File: config.mk
export PLATFORM = sky130hd
export DESIGN_NAME = fre_divn_prog_flat
export DESIGN_NICKNAME = d
export VERILOG_FILES = /design/src/rtl/fre_div_pkg.sv /design/src/rtl/fre_divn_prog_if.sv /design/src/rtl/fre_div_shadow.sv /design/src/rtl/fre_divn_prog.sv /design/src/flat_wrapper.sv
export SDC_FILE = /design/constraint.sdc
export NUM_CORES = 1
export LEC_CHECK = 0
export BUFFER_PORTS_ARGS = -buffer_cell sky130_fd_sc_hd__buf_2
export CAP_MARGIN = 20
export CORE_MARGIN = 5
export CORE_UTILIZATION = 40
export DETAILED_ROUTE_END_ITERATION = 12
export PLACE_DENSITY = 0.66
export SYNTH_ARGS = -nofsm -noshare
export SYNTH_HDL_FRONTEND = slang
export SYNTH_SLANG_ARGS = --single-unit
export TNS_END_PERCENT = 10
File: constraint.sdc
create_clock -name clk -period 5.4 [get_ports clk]
set_clock_uncertainty 0.2 [all_clocks]
set_input_delay 0.81 -clock clk [delete_from_list [all_inputs] [get_ports clk]]
set_output_delay 0.81 -clock clk [all_outputs]
set_load 0.02 [all_outputs]
File: src/rtl/fre_div_pkg.sv
// Shared types and helpers for the programmable clock-enable divider.
package fre_div_pkg;

  typedef enum logic [1:0] {IDLE, LOW, HIGH} state_e;

  localparam int DEF_LOW_C  = 2;
  localparam int DEF_HIGH_C = 3;

  // A programmed length of 0 still produces a one-cycle phase.
  function automatic logic [31:0] eff_len(input logic [31:0] len);
    return (len == 32'd0) ? 32'd1 : len;
  endfunction

endpackage

File: src/rtl/fre_divn_prog_if.sv
// Configuration handshake between a timing master and the divider.
interface fre_divn_prog_if #(parameter int WIDTH = 8);
  logic             cfg_valid;
  logic             cfg_ready;
  logic [WIDTH-1:0] cfg_low;
  logic [WIDTH-1:0] cfg_high;

  modport master (output cfg_valid, cfg_low, cfg_high, input cfg_ready);
  modport slave  (input cfg_valid, cfg_low, cfg_high, output cfg_ready);
endinterface

File: src/rtl/fre_div_shadow.sv
// One-deep shadow register: holds an accepted configuration until the
// divider signals a safe point to apply it.
module fre_div_shadow #(
  parameter int WIDTH = 8
) (
  input  logic             clk,
  input  logic             rst,
  fre_divn_prog_if.slave   cfg,
  input  logic             apply,
  output logic             pending,
  output logic [WIDTH-1:0] pend_low,
  output logic [WIDTH-1:0] pend_high
);

  assign cfg.cfg_ready = !pending;

  // Accept and apply are mutually exclusive: accept needs an empty slot,
  // apply only fires when the slot is full.
  always_ff @(posedge clk) begin
    if (rst) begin
      pending   <= 1'b0;
      pend_low  <= '0;
      pend_high <= '0;
    end else if (apply) begin
      pending <= 1'b0;
    end else if (cfg.cfg_valid && !pending) begin
      pending   <= 1'b1;
      pend_low  <= cfg.cfg_low;
      pend_high <= cfg.cfg_high;
    end
  end

endmodule

File: src/rtl/fre_divn_prog.sv
// Programmable low/high clock-enable divider with run enable, period tick
// and boundary-aligned reconfiguration.
module fre_divn_prog
  import fre_div_pkg::*;
#(
  parameter int WIDTH    = 8,
  parameter int DEF_LOW  = DEF_LOW_C,
  parameter int DEF_HIGH = DEF_HIGH_C
) (
  input  logic           clk,
  input  logic           rst,
  input  logic           en,
  fre_divn_prog_if.slave cfg,
  output logic           div_out,
  output logic           tick,
  output logic           busy
);

  state_e           state, state_nxt;
  logic [WIDTH-1:0] cnt, cnt_nxt;
  logic [WIDTH-1:0] act_low, act_high;
  logic [WIDTH-1:0] low_last, high_last;
  logic [WIDTH-1:0] pend_low, pend_high;
  logic             pending, apply;

  fre_div_shadow #(.WIDTH(WIDTH)) u_shadow (
    .clk       (clk),
    .rst       (rst),
    .cfg       (cfg),
    .apply     (apply),
    .pending   (pending),
    .pend_low  (pend_low),
    .pend_high (pend_high)
  );

  assign low_last  = WIDTH'(eff_len(32'(act_low))  - 32'd1);
  assign high_last = WIDTH'(eff_len(32'(act_high)) - 32'd1);

  always_comb begin
    state_nxt = state;
    cnt_nxt   = cnt;
    apply     = 1'b0;
    case (state)
      IDLE: begin
        apply = pending;
        if (en) begin
          state_nxt = LOW;
          cnt_nxt   = '0;
        end
      end
      LOW: begin
        if (!en) begin
          state_nxt = IDLE;
          cnt_nxt   = '0;
        end else if (cnt == low_last) begin
          state_nxt = HIGH;
          cnt_nxt   = '0;
        end else begin
          cnt_nxt = cnt + 1'b1;
        end
      end
      HIGH: begin
        if (!en) begin
          state_nxt = IDLE;
          cnt_nxt   = '0;
        end else if (cnt == high_last) begin
          // Period boundary: the only in-run point where L/H may change.
          state_nxt = LOW;
          cnt_nxt   = '0;
          apply     = pending;
        end else begin
          cnt_nxt = cnt + 1'b1;
        end
      end
      default: begin
        state_nxt = IDLE;
        cnt_nxt   = '0;
      end
    endcase
  end

  always_ff @(posedge clk) begin
    if (rst) begin
      state    <= IDLE;
      cnt      <= '0;
      act_low  <= WIDTH'(DEF_LOW);
      act_high <= WIDTH'(DEF_HIGH);
      div_out  <= 1'b0;
      tick     <= 1'b0;
      busy     <= 1'b0;
    end else begin
      state   <= state_nxt;
      cnt     <= cnt_nxt;
      // Outputs are decoded from next state so they leave flops directly.
      div_out <= (state_nxt == HIGH);
      tick    <= (state == LOW) && (state_nxt == HIGH);
      busy    <= (state_nxt != IDLE);
      if (apply) begin
        act_low  <= pend_low;
        act_high <= pend_high;
      end
    end
  end

endmodule
File: src/flat_wrapper.sv
// flat-port wrapper written by rule: the top's interface ports become plain ports
module fre_divn_prog_flat import fre_div_pkg::*;
#(
  parameter int WIDTH    = 8,
  parameter int DEF_LOW  = DEF_LOW_C,
  parameter int DEF_HIGH = DEF_HIGH_C
)
  (clk, rst, en, div_out, tick, busy, cfg_cfg_valid, cfg_cfg_low, cfg_cfg_high, cfg_cfg_ready);
  fre_divn_prog_if #(.WIDTH(WIDTH)) cfg_i ();
  input  logic clk;
  input  logic rst;
  input  logic en;
  output logic div_out;
  output logic tick;
  output logic busy;
  input wire logic [$bits(cfg_i.cfg_valid)-1:0] cfg_cfg_valid;
  input wire logic [$bits(cfg_i.cfg_low)-1:0] cfg_cfg_low;
  input wire logic [$bits(cfg_i.cfg_high)-1:0] cfg_cfg_high;
  output wire logic [$bits(cfg_i.cfg_ready)-1:0] cfg_cfg_ready;
  assign cfg_i.cfg_valid = cfg_cfg_valid;
  assign cfg_i.cfg_low = cfg_cfg_low;
  assign cfg_i.cfg_high = cfg_cfg_high;
  assign cfg_cfg_ready = cfg_i.cfg_ready;
  fre_divn_prog #(.WIDTH(WIDTH), .DEF_LOW(DEF_LOW), .DEF_HIGH(DEF_HIGH)) u_core (.clk(clk), .rst(rst), .en(en), .cfg(cfg_i), .div_out(div_out), .tick(tick), .busy(busy));
endmodule
# [After elaboration in Yosys (flattened, before gate mapping)]
# Index checks and enable logic that the tools add are counted.
[op_classes] n_addsub=3 n_eq_ne=6 muxes=17 bitwise=1 reduce_logical=9
[op_table] operator="two-way mux 8 bit" count=7
[op_table] operator="case mux 8 bit (3 select lines)" count=1
[op_table] operator="== test 8 bit" count=2
[op_table] operator="zero test 8 bit" count=2
[op_table] operator="subtractor 8 x 1 -> 8 bit, second input constant" count=2
[op_table] operator="two-way mux 2 bit" count=5
[op_table] operator="adder 8 x 1 -> 8 bit, second input constant" count=1
[op_table] operator="case mux 2 bit (3 select lines)" count=1
[op_table] operator="== test 2 bit, second input constant" count=2
[op_table] operator="== test 2 x 1 -> 1 bit, second input constant" count=1
[op_table] operator="logical AND 1 bit" count=2
[op_table] operator="zero test 2 bit" count=1
[op_table] operator="two-way mux 1 bit" count=2
[op_table] operator="inequality test 2 bit, second input constant" count=1
[op_table] operator="case mux 1 bit (2 select lines)" count=1
[op_table] operator="AND reduction 2 bit" count=1
[op_table] operator="nonzero test 2 bit" count=1
[op_table] operator="OR reduction 2 bit" count=1
[op_table] operator="zero test 1 bit" count=1
[op_table] operator="NOT 1 bit" count=1
[word_totals] register_bits=46 in_bits=20 out_inout_bits=4

# [Longest topological paths before layout]
[depth] word_depth=9 ltp_mapped=11 ltp_nobuf=11

# [Cells and area by module]
# From an unflattened synthesis, not the netlist that was laid out.
[hier_totals] hier_cells=312 area_unflattened_um2=2753.9
[modules_own_cells] module="fre_divn_prog" instances=1 cells_each=238 area_each_um2=1985.7 seq_area_each_um2=580.6
[modules_own_cells] module="fre_div_shadow" instances=1 cells_each=74 area_each_um2=768.2 seq_area_each_um2=340.3

# [Worst setup path before layout]
# OpenSTA, ideal clock, no wires.
[synth_timing] kind="reg2reg" from="register u_core.act_low[3]" to="register u_core.div_out" setup_time_ps=115 arrival_time_ps=2958 t_required_ps=5085 setup_slack_ps=2128 stages_incl_launch_ff=12 path_buffers=0 period_less_slack_ps=3272 cell_sequence="dfxtp_1 or4_4 or4_4 nor2b_1 ha_1 and4bb_2 o21ai_0 a221oi_2 nor4b_4 a2111oi_0 nor3_2 and2_1"
[synth_between] elab_chain_len=8
[synth_rtl] element="start, declared" line="fre_divn_prog.sv:21" text="logic [WIDTH-1:0] act_low, act_high;"
[synth_rtl] element="start signal, assigned" line="fre_divn_prog.sv:86" text="act_low <= WIDTH'(DEF_LOW);"
[synth_rtl] element="start signal, assigned" line="fre_divn_prog.sv:99" text="act_low <= pend_low;"
[synth_rtl] element="zero test 8 bit" line="fre_div_pkg.sv:11" text="return (len == 32'd0) ? 32'd1 : len;"
[synth_rtl] element="two-way mux 8 bit *" line="fre_div_pkg.sv:11"
[synth_rtl] element="subtractor 8 x 1 -> 8 bit *" line="fre_divn_prog.sv:36" text="assign low_last = WIDTH'(eff_len(32'(act_low)) - 32'd1);"
[synth_rtl] element="== test 8 bit *" line="fre_divn_prog.sv:55" text="end else if (cnt == low_last) begin"
[synth_rtl] element="two-way mux 2 bit *" line="fre_divn_prog.sv:55"
[synth_rtl] element="two-way mux 2 bit *" line="fre_divn_prog.sv:52" text="if (!en) begin"
[synth_rtl] element="case mux 2 bit (3 select lines) *" line="fre_divn_prog.sv:43" text="case (state)"
[synth_rtl] element="== test 2 bit *" line="fre_divn_prog.sv:95" text="div_out <= (state_nxt == HIGH);"
[synth_rtl] element="end signal, assigned" line="fre_divn_prog.sv:95"
[synth_rtl] element="end, declared" line="fre_divn_prog.sv:14" text="output logic div_out,"
# Mark *: on every way between the ends. The rest lies on a longest branch, timed or not.
# A chain may end at the register's enable or synchronous reset.

# [Worst setup path after layout]
[layout_timing] from="register u_core.act_low[3]" to="register u_core.cnt[0]"
[layout_between] elab_chain_len=7
[layout_rtl] element="zero test 8 bit" line="fre_div_pkg.sv:11"
[layout_rtl] element="two-way mux 8 bit *" line="fre_div_pkg.sv:11"
[layout_rtl] element="subtractor 8 x 1 -> 8 bit *" line="fre_divn_prog.sv:36"
[layout_rtl] element="== test 8 bit *" line="fre_divn_prog.sv:55"
[layout_rtl] element="two-way mux 8 bit *" line="fre_divn_prog.sv:55"
[layout_rtl] element="two-way mux 8 bit *" line="fre_divn_prog.sv:52"
[layout_rtl] element="case mux 8 bit (3 select lines) *" line="fre_divn_prog.sv:43"
[layout_rtl] element="end signal, assigned" line="fre_divn_prog.sv:93" text="cnt <= cnt_nxt;"
[layout_rtl] element="end, declared" line="fre_divn_prog.sv:20" text="logic [WIDTH-1:0] cnt, cnt_nxt;"
# Marked as above.

==> flow_summary.ini <==
[finish]
diodes = 0
layout-drive-gt1-share_pct = 19.1
fin_cells = 396
nNetsFinal = 345
syn_to_final_growth_pct = 10.5
layout_commonest_cell = dfxtp_1
final_cell_mix = dfxtp_1 (46), nand2_1 (41), a21oi_1 (34)
fillers = 638

[die]
die_area_um2 = 8100
coreArea_um2 = 6280
die_y_um = 90.0
die_w_um = 90.0
pin_count = 24
rows = 29
floorplan.initialDensity_pct = 40.8

[worst_setup_path]
path_cells = or4_4 -> or4_4 -> nor2b_1 -> ha_1 -> xor2_1 -> o21ai_0 -> a221oi_2 -> nor4b_4 -> a21o_2 -> a21oi_1 -> mux2_2
crit_path_start_kind = flip-flop
path_class = flip-flop to flip-flop
crit_buf_inv = 0
r2r-end = u_core.cnt[0]
critPathMostFrequentCell = or4_4
cp_max_fo = 6
slowest_stage = or4_4
cp_top_family = simple AND/OR/NAND/NOR gates
r2r_start = u_core.act_low[3]
required_ns = 5.40
arrival_ns = 3.52
r2r_setup_slack_ns = 1.88
rr_worst_depth = 11
endpoint_kind = flip-flop
critical_path.max_stage_delay_ns = 0.55

[sta]
slew-limit-headroom_pct = 31.6
hold_violations = 0
fmax_ghz = 0.284
tightestPinTransition_ns = 1.02
maxSlewViolCount = 0
fin_tns_setup_ns = 0
setup_viol = 0
finalCriticalPeriod_ns = 3.52
rsz0062_at_grt = no
fin_crit_sh_pct = 65.2

[cts]
clk_latency_ns = 0.31
cts.sink_count = 46
cts_made_buffers = 5
clk_path_buf_depth = 2
h-tree-depth = 2
cts_setup_buffers = 0
ctsResizeCount = 0
ctsRootBufferMaster = clkbuf_8
holdBufCountCts = 0
cts_tree = built
cts.clk_slew.worst_paths_ns = 0.09

[routing]
wl_mm = 5.34
vias = 2126
met3_length_um = 199
dr_wl_met2_mm = 2.34
drt-vias-per-instance = 5.37
drt-met1-wl_mm = 2.75
top_layer = met4
antenna_left = 0
drc = 0
drt_iter0_drc = 90
first_pass_iters = 4
routedWlPerCell_um = 13.5

[global_routing]
grt.total_usage_pct = 13.2
antenna_found_initial = 0
grt_pass1_wl_mm = 9.27
grt_max_degree = 38
overflow = 0
first_global_vias = 1981

[pwr]
fin_total_pwr_w = 0.000727
ir_worst_vdd_mv = 0.143
p_leak_nw = 1.10
power_density_nw_per_um2 = 257

[hold_path]
hold_depth = 2
holdCritStartpoint = u_core.u_shadow.pend_low[0]
hp-class = flip-flop to flip-flop
hold_path_end = u_core.u_shadow.pend_low[0]

[yosys]
synthArstFlopShare_pct = 0
syn_nets = 334
synth_seq_area_share_pct = 36.0
synth_edf_count = 0
ys.flop_type = dfxtp_1
syn_area_um2 = 2560
syn_area_per_cell_um2 = 8.34
synth-seq-cells = 46
synth_cells = 307
ys_warn_count = 0
yosys.cell_types.count = 55

[run]
cap_viol_max_count = 0

[place]
io_buffers = 23
gp_congestion = 0.800
place_hpwl_mm = 3.76
placed_cells = 388

[run_status]
status = completed
-- how the worst max path moves through the flow --
stage | from | endpoint | slack (ns) | cells after the start
finish | u_core.act_low[3] | u_core.cnt[0] | 1.88 | 11
global route | u_core.act_low[3] | u_core.tick | 1.61 | 11
CTS | u_core.act_low[3] | u_core.tick | 1.89 | 11
detailed placement | u_core.act_low[3] | u_core.cnt[0] | 1.90 | 11
global placement | u_core.act_low[3] | u_core.cnt[0] | 1.96 | 11
floorplan | u_core.act_low[3] | u_core.div_out | 2.13 | 11
-- registers in the layout (all words and copies together) (netlist names) --
signal / flops
u_core.state: 2
u_core.u_shadow.pending: 1
u_core.div_out: 1
u_core.u_shadow.pend_high: 8
u_core.u_shadow.pend_low: 8
u_core.act_high: 8
u_core.cnt: 8
u_core.act_low: 8
u_core.tick: 1
u_core.busy: 1
-- area by class of cell --
class	count	area [um^2]	share of cell area [%]
multi-input combinational	229	1530	53.9
sequential	46	921	32.5
timing repair buffer	25	130	4.60
tap	77	96.3	3.40
clock buffer	5	68.8	2.43
clock inverter	3	47.5	1.68
inverter	11	41.3	1.46
-- report_power, final --
part           internal (W)  total [W]  switching (W)  leakage (nW)
logic             0.0000376  0.0000938      0.0000562         0.668
registers          0.000352   0.000363      0.0000108         0.375
clock network      0.000141   0.000271       0.000129        0.0591
-- synthesized netlist by cell type (all sizes together), types with 4 or more instances --
cell type | n | area, um^2
nor2b | 6 | 37.5
nor3 | 7 | 40.0
xor2 | 8 | 70.1
nand2b | 8 | 50.1
or4 | 4 | 37.5
ha | 7 | 87.6
o21ai | 10 | 50.0
nor2 | 11 | 41.3
inv | 11 | 41.3
xnor2 | 8 | 70.1
a21oi | 34 | 170
nand3 | 16 | 80.1
a21bo | 13 | 130
nand2 | 41 | 154
clkbuf | 18 | 67.6
dfxtp | 46 | 921
-- metal layers --
layer  up-vias  global-route usage (%)
li1       1113                       -
met4         0                    3.10
met2        33                    20.8
met3         5                    2.92
met1       975                    18.2
met5         -                       0
-- cells by family after synthesis --
group           share of synthesized area, %
fa+ha+maj                               3.42
compound gates                          25.2
flops                                   36.0
simple gates                            23.9
xor+xnor                                5.47
buf+inv                                 4.84
mux                                     1.27
-- per-stage QoR --
step	instance area, um^2	worst slack (ns)	hold slack (ns)	utilization (%)
6_report	2830	1.88	0.262	45.1
5_1_grt	2830	1.61	0.283	45.1
4_1_cts	2830	1.89	0.263	45.1
3_5_place_dp	2710	1.90	0.249	43.2
3_3_place_gp	2710	1.96	0.244	43.2
2_1_floorplan	2560	2.13	0.236	-
-- worst reg2reg max path, cell delays in order, from the launching register on --
cell      delay (ns)
dfxtp_1         0.37
or4_4           0.56
or4_4           0.44
nor2b_1         0.15
ha_1            0.31
xor2_1          0.12
o21ai_0         0.11
a221oi_2        0.20
nor4b_4         0.32
a21o_2          0.23
a21oi_1         0.13
mux2_2          0.30
(Power assumes the default switching activity.)
